### src/rtl/mem_arbiter.sv
// Shares the single-port MIX core memory between N requesters with a req/ack handshake and an optional exclusive lock.
// Fixed priority by default; define ROUND_ROBIN_EN for rotating priority.
module mem_arbiter #(
   parameter int N       = 3,
   parameter int AW      = 12,
   parameter int DW      = 31,
   parameter int MEMSIZE = 4000
) (
   input  logic            clk,
   input  logic            reset,
   input  logic [N-1:0]    req,
   input  logic [N-1:0]    we,
   input  logic [N*AW-1:0] addr,
   input  logic [N*DW-1:0] wdata,
   input  logic [N-1:0]    lock,
   output logic [N-1:0]    ack,
   output logic [N-1:0]    err,
   output logic [N-1:0]    rvalid,
   output logic [DW-1:0]   rdata,
   output logic            mem_en,
   output logic            mem_we,
   output logic [AW-1:0]   mem_addr,
   output logic [DW-1:0]   mem_wdata,
   input  logic [DW-1:0]   mem_rdata
);

   localparam int IW = (N > 1) ? $clog2(N) : 1;
   localparam logic [AW:0] MEM_LIMIT = (AW + 1)'(MEMSIZE);

   typedef enum logic {IDLE, LOCKED} state_t;

   state_t         state_q, state_d;
   logic [IW-1:0]  owner_q, owner_d;
`ifdef ROUND_ROBIN_EN
   logic [IW-1:0]  ptr_q, ptr_d;
   int             rr_idx;
`endif

   logic [N-1:0]   elig;
   logic           gnt_vld;
   logic [IW-1:0]  gnt_idx;
   logic [AW-1:0]  gnt_addr;
   logic [DW-1:0]  gnt_wdata;
   logic           gnt_oor;

   logic [N-1:0]   ack_q, ack_d, err_q, err_d;
   logic [N-1:0]   rd_pend_q, rd_pend_d, rvalid_q;
   logic           mem_en_q, mem_en_d, mem_we_q, mem_we_d;
   logic [AW-1:0]  mem_addr_q, mem_addr_d;
   logic [DW-1:0]  mem_wdata_q, mem_wdata_d;
   logic [DW-1:0]  rdata_hold_q;

   // State register: FSM state plus every registered output.
   // NOTE: sequential state uses non-blocking assignments so all registers update together at the edge.
   always_ff @(posedge clk) begin
      if (reset) begin
         state_q      <= IDLE;
         owner_q      <= '0;
`ifdef ROUND_ROBIN_EN
         ptr_q        <= '0;
`endif
         ack_q        <= '0;
         err_q        <= '0;
         rd_pend_q    <= '0;
         rvalid_q     <= '0;
         mem_en_q     <= 1'b0;
         mem_we_q     <= 1'b0;
         mem_addr_q   <= '0;
         mem_wdata_q  <= '0;
         rdata_hold_q <= '0;
      end else begin
         state_q      <= state_d;
         owner_q      <= owner_d;
`ifdef ROUND_ROBIN_EN
         ptr_q        <= ptr_d;
`endif
         ack_q        <= ack_d;
         err_q        <= err_d;
         rd_pend_q    <= rd_pend_d;
         rvalid_q     <= rd_pend_q;
         mem_en_q     <= mem_en_d;
         mem_we_q     <= mem_we_d;
         mem_addr_q   <= mem_addr_d;
         mem_wdata_q  <= mem_wdata_d;
         rdata_hold_q <= rdata;
      end
   end

   // Arbitration and next state. A requester being acked this cycle is still holding its old request.
   // NOTE: every variable gets a default first so no path through the block infers a latch.
   always_comb begin
      elig    = '0;
      gnt_vld = 1'b0;
      gnt_idx = '0;
      state_d = state_q;
      owner_d = owner_q;
`ifdef ROUND_ROBIN_EN
      ptr_d   = ptr_q;
      rr_idx  = 0;
`endif
      if (state_q == LOCKED) elig[owner_q] = req[owner_q] & ~ack_q[owner_q];
      else                   elig = req & ~ack_q;

`ifdef ROUND_ROBIN_EN
      for (int k = N - 1; k >= 0; k--) begin
         rr_idx = int'(ptr_q) + k;
         if (rr_idx >= N) rr_idx = rr_idx - N;
         if (elig[rr_idx]) begin
            gnt_vld = 1'b1;
            gnt_idx = IW'(rr_idx);
         end
      end
`else
      for (int k = N - 1; k >= 0; k--) begin
         if (elig[k]) begin
            gnt_vld = 1'b1;
            gnt_idx = IW'(k);
         end
      end
`endif

      if (state_q == IDLE) begin
         if (gnt_vld) begin
            if (lock[gnt_idx]) begin
               state_d = LOCKED;
               owner_d = gnt_idx;
            end
`ifdef ROUND_ROBIN_EN
            ptr_d = (gnt_idx == IW'(N - 1)) ? '0 : gnt_idx + IW'(1);
`endif
         end
      end else begin
         if ((gnt_vld && !lock[owner_q]) || (!gnt_vld && !req[owner_q] && !lock[owner_q])) begin
            state_d = IDLE;
            owner_d = '0;
         end
      end
   end

   // Next values of the registered outputs for the winning requester.
   always_comb begin
      gnt_addr    = addr[gnt_idx*AW +: AW];
      gnt_wdata   = wdata[gnt_idx*DW +: DW];
      gnt_oor     = ({1'b0, gnt_addr} >= MEM_LIMIT);
      ack_d       = '0;
      err_d       = '0;
      rd_pend_d   = '0;
      mem_en_d    = 1'b0;
      mem_we_d    = 1'b0;
      mem_addr_d  = '0;
      mem_wdata_d = '0;
      if (gnt_vld) begin
         ack_d[gnt_idx] = 1'b1;
         if (gnt_oor) begin
            err_d[gnt_idx] = 1'b1;
         end else begin
            mem_en_d   = 1'b1;
            mem_addr_d = gnt_addr;
            if (we[gnt_idx]) begin
               mem_we_d    = 1'b1;
               mem_wdata_d = gnt_wdata;
            end else begin
               rd_pend_d[gnt_idx] = 1'b1;
            end
         end
      end
   end

   // The RAM's registered output arrives together with rvalid, so it is steered straight through and held afterwards.
   assign rdata     = (|rvalid_q) ? mem_rdata : rdata_hold_q;
   assign ack       = ack_q;
   assign err       = err_q;
   assign rvalid    = rvalid_q;
   assign mem_en    = mem_en_q;
   assign mem_we    = mem_we_q;
   assign mem_addr  = mem_addr_q;
   assign mem_wdata = mem_wdata_q;

endmodule
### config.mk
export PLATFORM = sky130hd
export DESIGN_NAME = mem_arbiter
export DESIGN_NICKNAME = d
export VERILOG_FILES = /design/src/rtl/mem_arbiter.sv
export SDC_FILE = /design/constraint.sdc
export NUM_CORES = 1
export LEC_CHECK = 0
export CAP_MARGIN = 30
export CELL_PAD_IN_SITES_DETAIL_PLACEMENT = 0
export CELL_PAD_IN_SITES_GLOBAL_PLACEMENT = 1
export CORE_ASPECT_RATIO = 1.25
export CORE_MARGIN = 2
export CORE_UTILIZATION = 27
export DETAILED_ROUTE_END_ITERATION = 16
export PLACE_DENSITY = 0.88
export SLEW_MARGIN = 20
export SYNTH_ARGS = -nofsm -noshare
export SYNTH_HDL_FRONTEND = slang
export SYNTH_SLANG_ARGS = --single-unit
### constraint.sdc
create_clock -name clk -period 4.7 [get_ports clk]
set_input_delay 1.41 -clock clk [delete_from_list [all_inputs] [get_ports clk]]
set_output_delay 1.41 -clock clk [all_outputs]
set_load 0.03 [all_outputs]
Yosys cells after proc, flatten, opt, wreduce, memory -nomap -nowiden
Index checks and enable logic that the tools add are counted.

storage, ports and cells
  output and inout bits = 85
  bits in registers = 91

cells by class
  bitwise gates (word level) = 8
  shift-type cells = 2
  reductions and logical operators = 18
  muxes and demuxes = 32
  eq/ne operators = 1
  multiply operators = 2
  magnitude comparators = 5

operators with widths
  kind                                                               number
  variable part select 93 x 8 -> 31 bit                              1
  variable part select 36 x 7 -> 12 bit                              1
  2-to-1 mux 31 bit                                                  1
  2-to-1 mux 1 bit                                                   16
  2-to-1 mux 2 bit                                                   7
  greater-or-equal comparator 12 bit, second input constant          1
  binary-select mux 1 bit (select 2 bit)                             5
  OR reduction 3 bit                                                 3
  OR reduction 4 bit                                                 2
  multiplier 2 x 5 -> 7 bit, second input constant                   1
  AND 3 bit                                                          2
  less-than comparator 2 x 3 -> 1 bit, second input constant         2
  logical AND 1 bit                                                  5
  demux 1 bit (select 2 bit)                                         2
  greater-or-equal comparator 2 x 1 -> 1 bit, second input constant  2
  multiplier 2 x 2 -> 4 bit, second input constant                   1
  NOT 1 bit                                                          4
  nonzero test 2 bit                                                 2
  logical NOT 1 bit                                                  3
  2-to-1 mux 3 bit                                                   1
  NOT 3 bit                                                          1
  AND reduction 3 bit                                                1
  inequality test 2 x 1 -> 1 bit, second input constant              1
  OR reduction 2 bit                                                 1
  other kinds (2)                                                    2

Longest topological paths before layout
  word-level depth = 15
  depth in mapped cells = 10
  depth with buffers taken out = 7

Least setup slack after synthesis
No wires, ideal clock.

  path type = input to register
  start = in req[0]
  end = reg mem_addr_q[6], in the netlist mem_addr[6]
  slack = 1338 ps
  library setup time = 115 ps
  stages on the path = 8
  buffers on the path = 1
  arrival time = 3247 ps
  path through = nor2b_1 -> a221oi_4 -> mux2_1 -> mux2i_1 -> a221o_1 -> and4bb_1 -> buf_4 -> a2111oi_0

on the way
  word-level cells in the longest chain between the ends = 12
  elaborated cells on any way between the ends = 17

RTL lines
  what                                    RTL line  source
  start: declaration                      11        input logic [N-1:0] req,
  binary-select mux 1 bit (select 2 bit)  101       if (state_q == LOCKED) elig[owner_q] = req[owner_q] & ~ack_q[owner_q];
  2-to-1 mux 1 bit (not written as such)  101
  AND 1 bit                               101
  AND 3 bit (no source line)              --
  2-to-1 mux 3 bit (*)                    101
  2-to-1 mux 2 bit (3 in a row)           115       if (elig[k]) begin
  multiplier 2 x 2 -> 4 bit               142       gnt_addr = addr[gnt_idx*AW +: AW];
  variable part select 36 x 7 -> 12 bit   142
  greater-or-equal comparator 12 bit      144       gnt_oor = ({1'b0, gnt_addr} >= MEM_LIMIT);
  OR reduction 3 bit (no source line)     --
  end signal: assignment                  83        mem_addr_q <= mem_addr_d;
  end: declaration                        49        logic [AW-1:0] mem_addr_q, mem_addr_d;

Mark *: on every way between the ends. The rest lies on a longest branch, timed or not. The select of a mux whose other input is x is not followed.
A chain may end at the register's enable or synchronous reset.

Worst setup path after layout
  start = in mem_rdata[0]
  end = out rdata[0]

on the way
  word-level cells in the longest chain between the ends = 1

RTL lines
  what                RTL line  source
  start: declaration  24        input logic [DW-1:0] mem_rdata
  2-to-1 mux 31 bit   170       assign rdata = (|rvalid_q) ? mem_rdata : rdata_hold_q;
  end: declaration    19        output logic [DW-1:0] rdata,

No other way between the ends.

==> summary.md <==
| Metric | Value |
|---|---|
| Clk root buf | `clkbuf_16` |
| VDD IR max | `0.129 mV` |
| Endpoints failing hold | `0` |
| GPL Wtd Cong | `0.904` |
| Sw power | `676 µW` |
| Post-CTS Setup Inserts | `0` |
| Main area contributors after synthesis | `dfxtp_1 45%, mux2_2 8.6%, nand2_1 8.1%, o2111ai_1 6.7%, nor2b_1 6.0%` |
| Die Area | `16000 µm²` |
| Worst skew pair latency | `0.33 ns` |
| Sw frac | `0.301` |
| TritonCTS buffer count | `9` |
| Chip Width | `114 µm` |
| Worst setup slack after layout | `about 0.57 ns` |
| IO Port Bufs | `255` |
| Worst-path clk slew | `0.06 ns` |
| Core Region | `14800 µm²` |
| PnR Total Power | `2250 µW` |
| TritonCTS clock tree | `done` |
| Syn Area/Cell | `8.43 µm²` |
| Initial antenna violation count | `0` |
| Final Skew | `0.00693 ns` |
| Largest net degree at the start of global routing | `57` |
| Ports | `256` |
| Share of cells above drive strength 1 | `0.0870` |
| Synthesized net count | `between 600 and 700` |
| Critical path class | `input port to output pin` |
| Logic gate share of total power | `0.305` |
| Pwr dens | `around 320 nW/µm²` |
| Cts hold-fix bufs | `0` |
| Relative slew slack | `0.658` |
| Sequential share of the synthesized area | `0.449` |
| Critical path required time | `3.29 ns` |
| Final Slew Violations | `0` |
| Gate Count Post-Synth | `slightly below 500` |
| Fill count | `between 1000 and 1500` |
| Nets | `890` |
| HPWL after DPL | `10800 µm` |
| Antenna viol nets, final | `0` |
| Internal power | `1570 µW` |
| Final core occ | `0.477` |
| Total grt overflow | `0` |
| Fmax | `approximately 0.24 GHz` |
| Clock sink total | `91` |
| Iteration count of the initial detailed-routing pass | `5` |
| WL/cell | `15.6 µm` |
| Tcrit/Tclk final | `0.878` |
| H-tree depth | `3` |
| Mapped Area | `4060 µm²` |
| Worst hold-check path type | `flop to flop` |
| Vert. Die Dim | `141 µm` |
| GRT Util Overall | `0.171` |
| Crit-path max FO | `2` |
| Routed vias | `roughly 4400` |
| Arrival time worst endpoint | `2.72 ns` |
| Synth top area share | `0.449` |
| Most common cell after layout, fill and taps aside | `clkdlybuf4s50_1` |
| Status | `finished, final reports clean` |
| DRC Markers | `0` |
| Synthesis Warnings | `0` |
| Finish-stage setup viols | `0` |
| Starting Density | `0.274` |
| DR vias/cell | `around 4.8` |
| RSZ-0062 raised after global routing | `no` |
| Max_cap viols | `0` |
| Library cells used by synthesis | `35` |
| Rows | `50` |
| Final Critical Period | `4.13 ns` |
| Pleak | `0.00282 µW` |
| Maximum buffer depth of the clock tree | `2` |
| Post-Route WL | `between 10000 and 15000 µm` |
| Clk pwr share | `0.318` |
| Vias in the first global route | `4333` |
| Most frequent cells in the layout | `255 x clkdlybuf4s50_1, 91 x dfxtp_1, 88 x nand2_1, 44 x nand3_1, 40 x nor2_1` |
| Area grow syn2layout | `74.2%` |
| Setup TNS | `0 ns` |
| Worst setup EP type | `output pin` |
| DRT iter0 DRCs | `~150` |
| Ant. Diodes | `0` |
| Flop pwr share | `0.377` |
| Post-Place Worst Slack | `roughly 0.56 ns` |
| Synthesized flop and latch total | `91` |
| Worst-Margin Slew | `0.513 ns` |
| # resized after CTS | `0` |
| Largest area contributor in the netlist | `dfxtp_1` |
| Global-route wire length before repair | `21600 µm` |
| Critical Path Start Type | `input port` |
-- power by group through the flow --
stage               registers [µW]  logic [µW]  clock network [µW]
global placement               863         682                   0
finish                         847         686                 715
detailed placement             865         690                   0
floorplan                      938         279                   0
CTS                            848         693                 743
global route                   851         735                 771
-- logic make-up after synthesis --
group | synth area share
multiplexers | 0.0961
AO/OA/AOI/OAI | 0.133
flip-flops | 0.449
buffers and inverters | 0.0474
AND/OR/NAND/NOR | 0.275
-- layer usage --
metal,GRT usage,share of wire,vias up,wire length [µm]
met1,0.181,0.38,1993,5330
met5,0,0,-,0
met4,0.0552,0.019,0,267
met2,0.316,0.51,187,7280
met3,0.0567,0.091,17,1280
li1,-,-,2160,-
-- registers in the layout (all words and copies together), names as in the netlist, 2 cells and up --
name,cells
ack,3
err,3
mem_addr,12
mem_wdata,31
owner_q,2
rd_pend_q,3
rdata_hold_q,31
rvalid,3
-- per-stage QoR --
step	instances	cell area, µm²	hold WS, ns
floorplan	482	4060	0.414
global placement	890	6780	0.440
detailed placement	890	6780	0.434
CTS	906	7080	0.449
global route	906	7080	0.468
finish	906	7080	0.443
-- area by class of cell --
type / count / area [µm²] / area share
clock buffer: 10 / 229 / 0.0324
inverter: 5 / 18.8 / 0.00265
timing repair buffer: 264 / 2630 / 0.372
sequential: 91 / 1820 / 0.257
tap: 182 / 228 / 0.0322
multi-input combinational: 348 / 2080 / 0.294
clock inverter: 6 / 65.1 / 0.00920
-- cell usage after synthesis, drive strengths merged --
library cell	number
mux2i	3
nor3	15
inv	5
buf	13
a221oi	2
o211ai	1
o2111ai	31
and4bb	1
a31oi	2
nand3	44
and2	5
clkbuf	25
a31o	1
nor2b	39
a2111oi	1
a22o	2
o21a	1
nor2	41
o21ai	20
or2	1
dfxtp	91
a21o	1
a221o	1
nor4	4
nand2	88
a211oi	3
mux2	32
nand2b	3
a21oi	6
-- worst max-delay path, cell delays in order --
cell	delay (ns)
clkdlybuf4s50_1	0.48
mux2_2	0.16
clkdlybuf4s50_1	0.67
-- final timing paths --
check / startpoint / endpoint / slack [ns] / cells after the start
worst min register to register: rd_pend_q[2] / rvalid[2] / 0.44 / 1
worst min-delay path: rd_pend_q[2] / rvalid[2] / 0.44 / 1
worst max-delay path: mem_rdata[0] / rdata[0] / 0.57 / 3
worst max register to register: state_q / mem_addr[6] / 1.79 / 8
No activity file was read; power rests on OpenSTA's default activity.
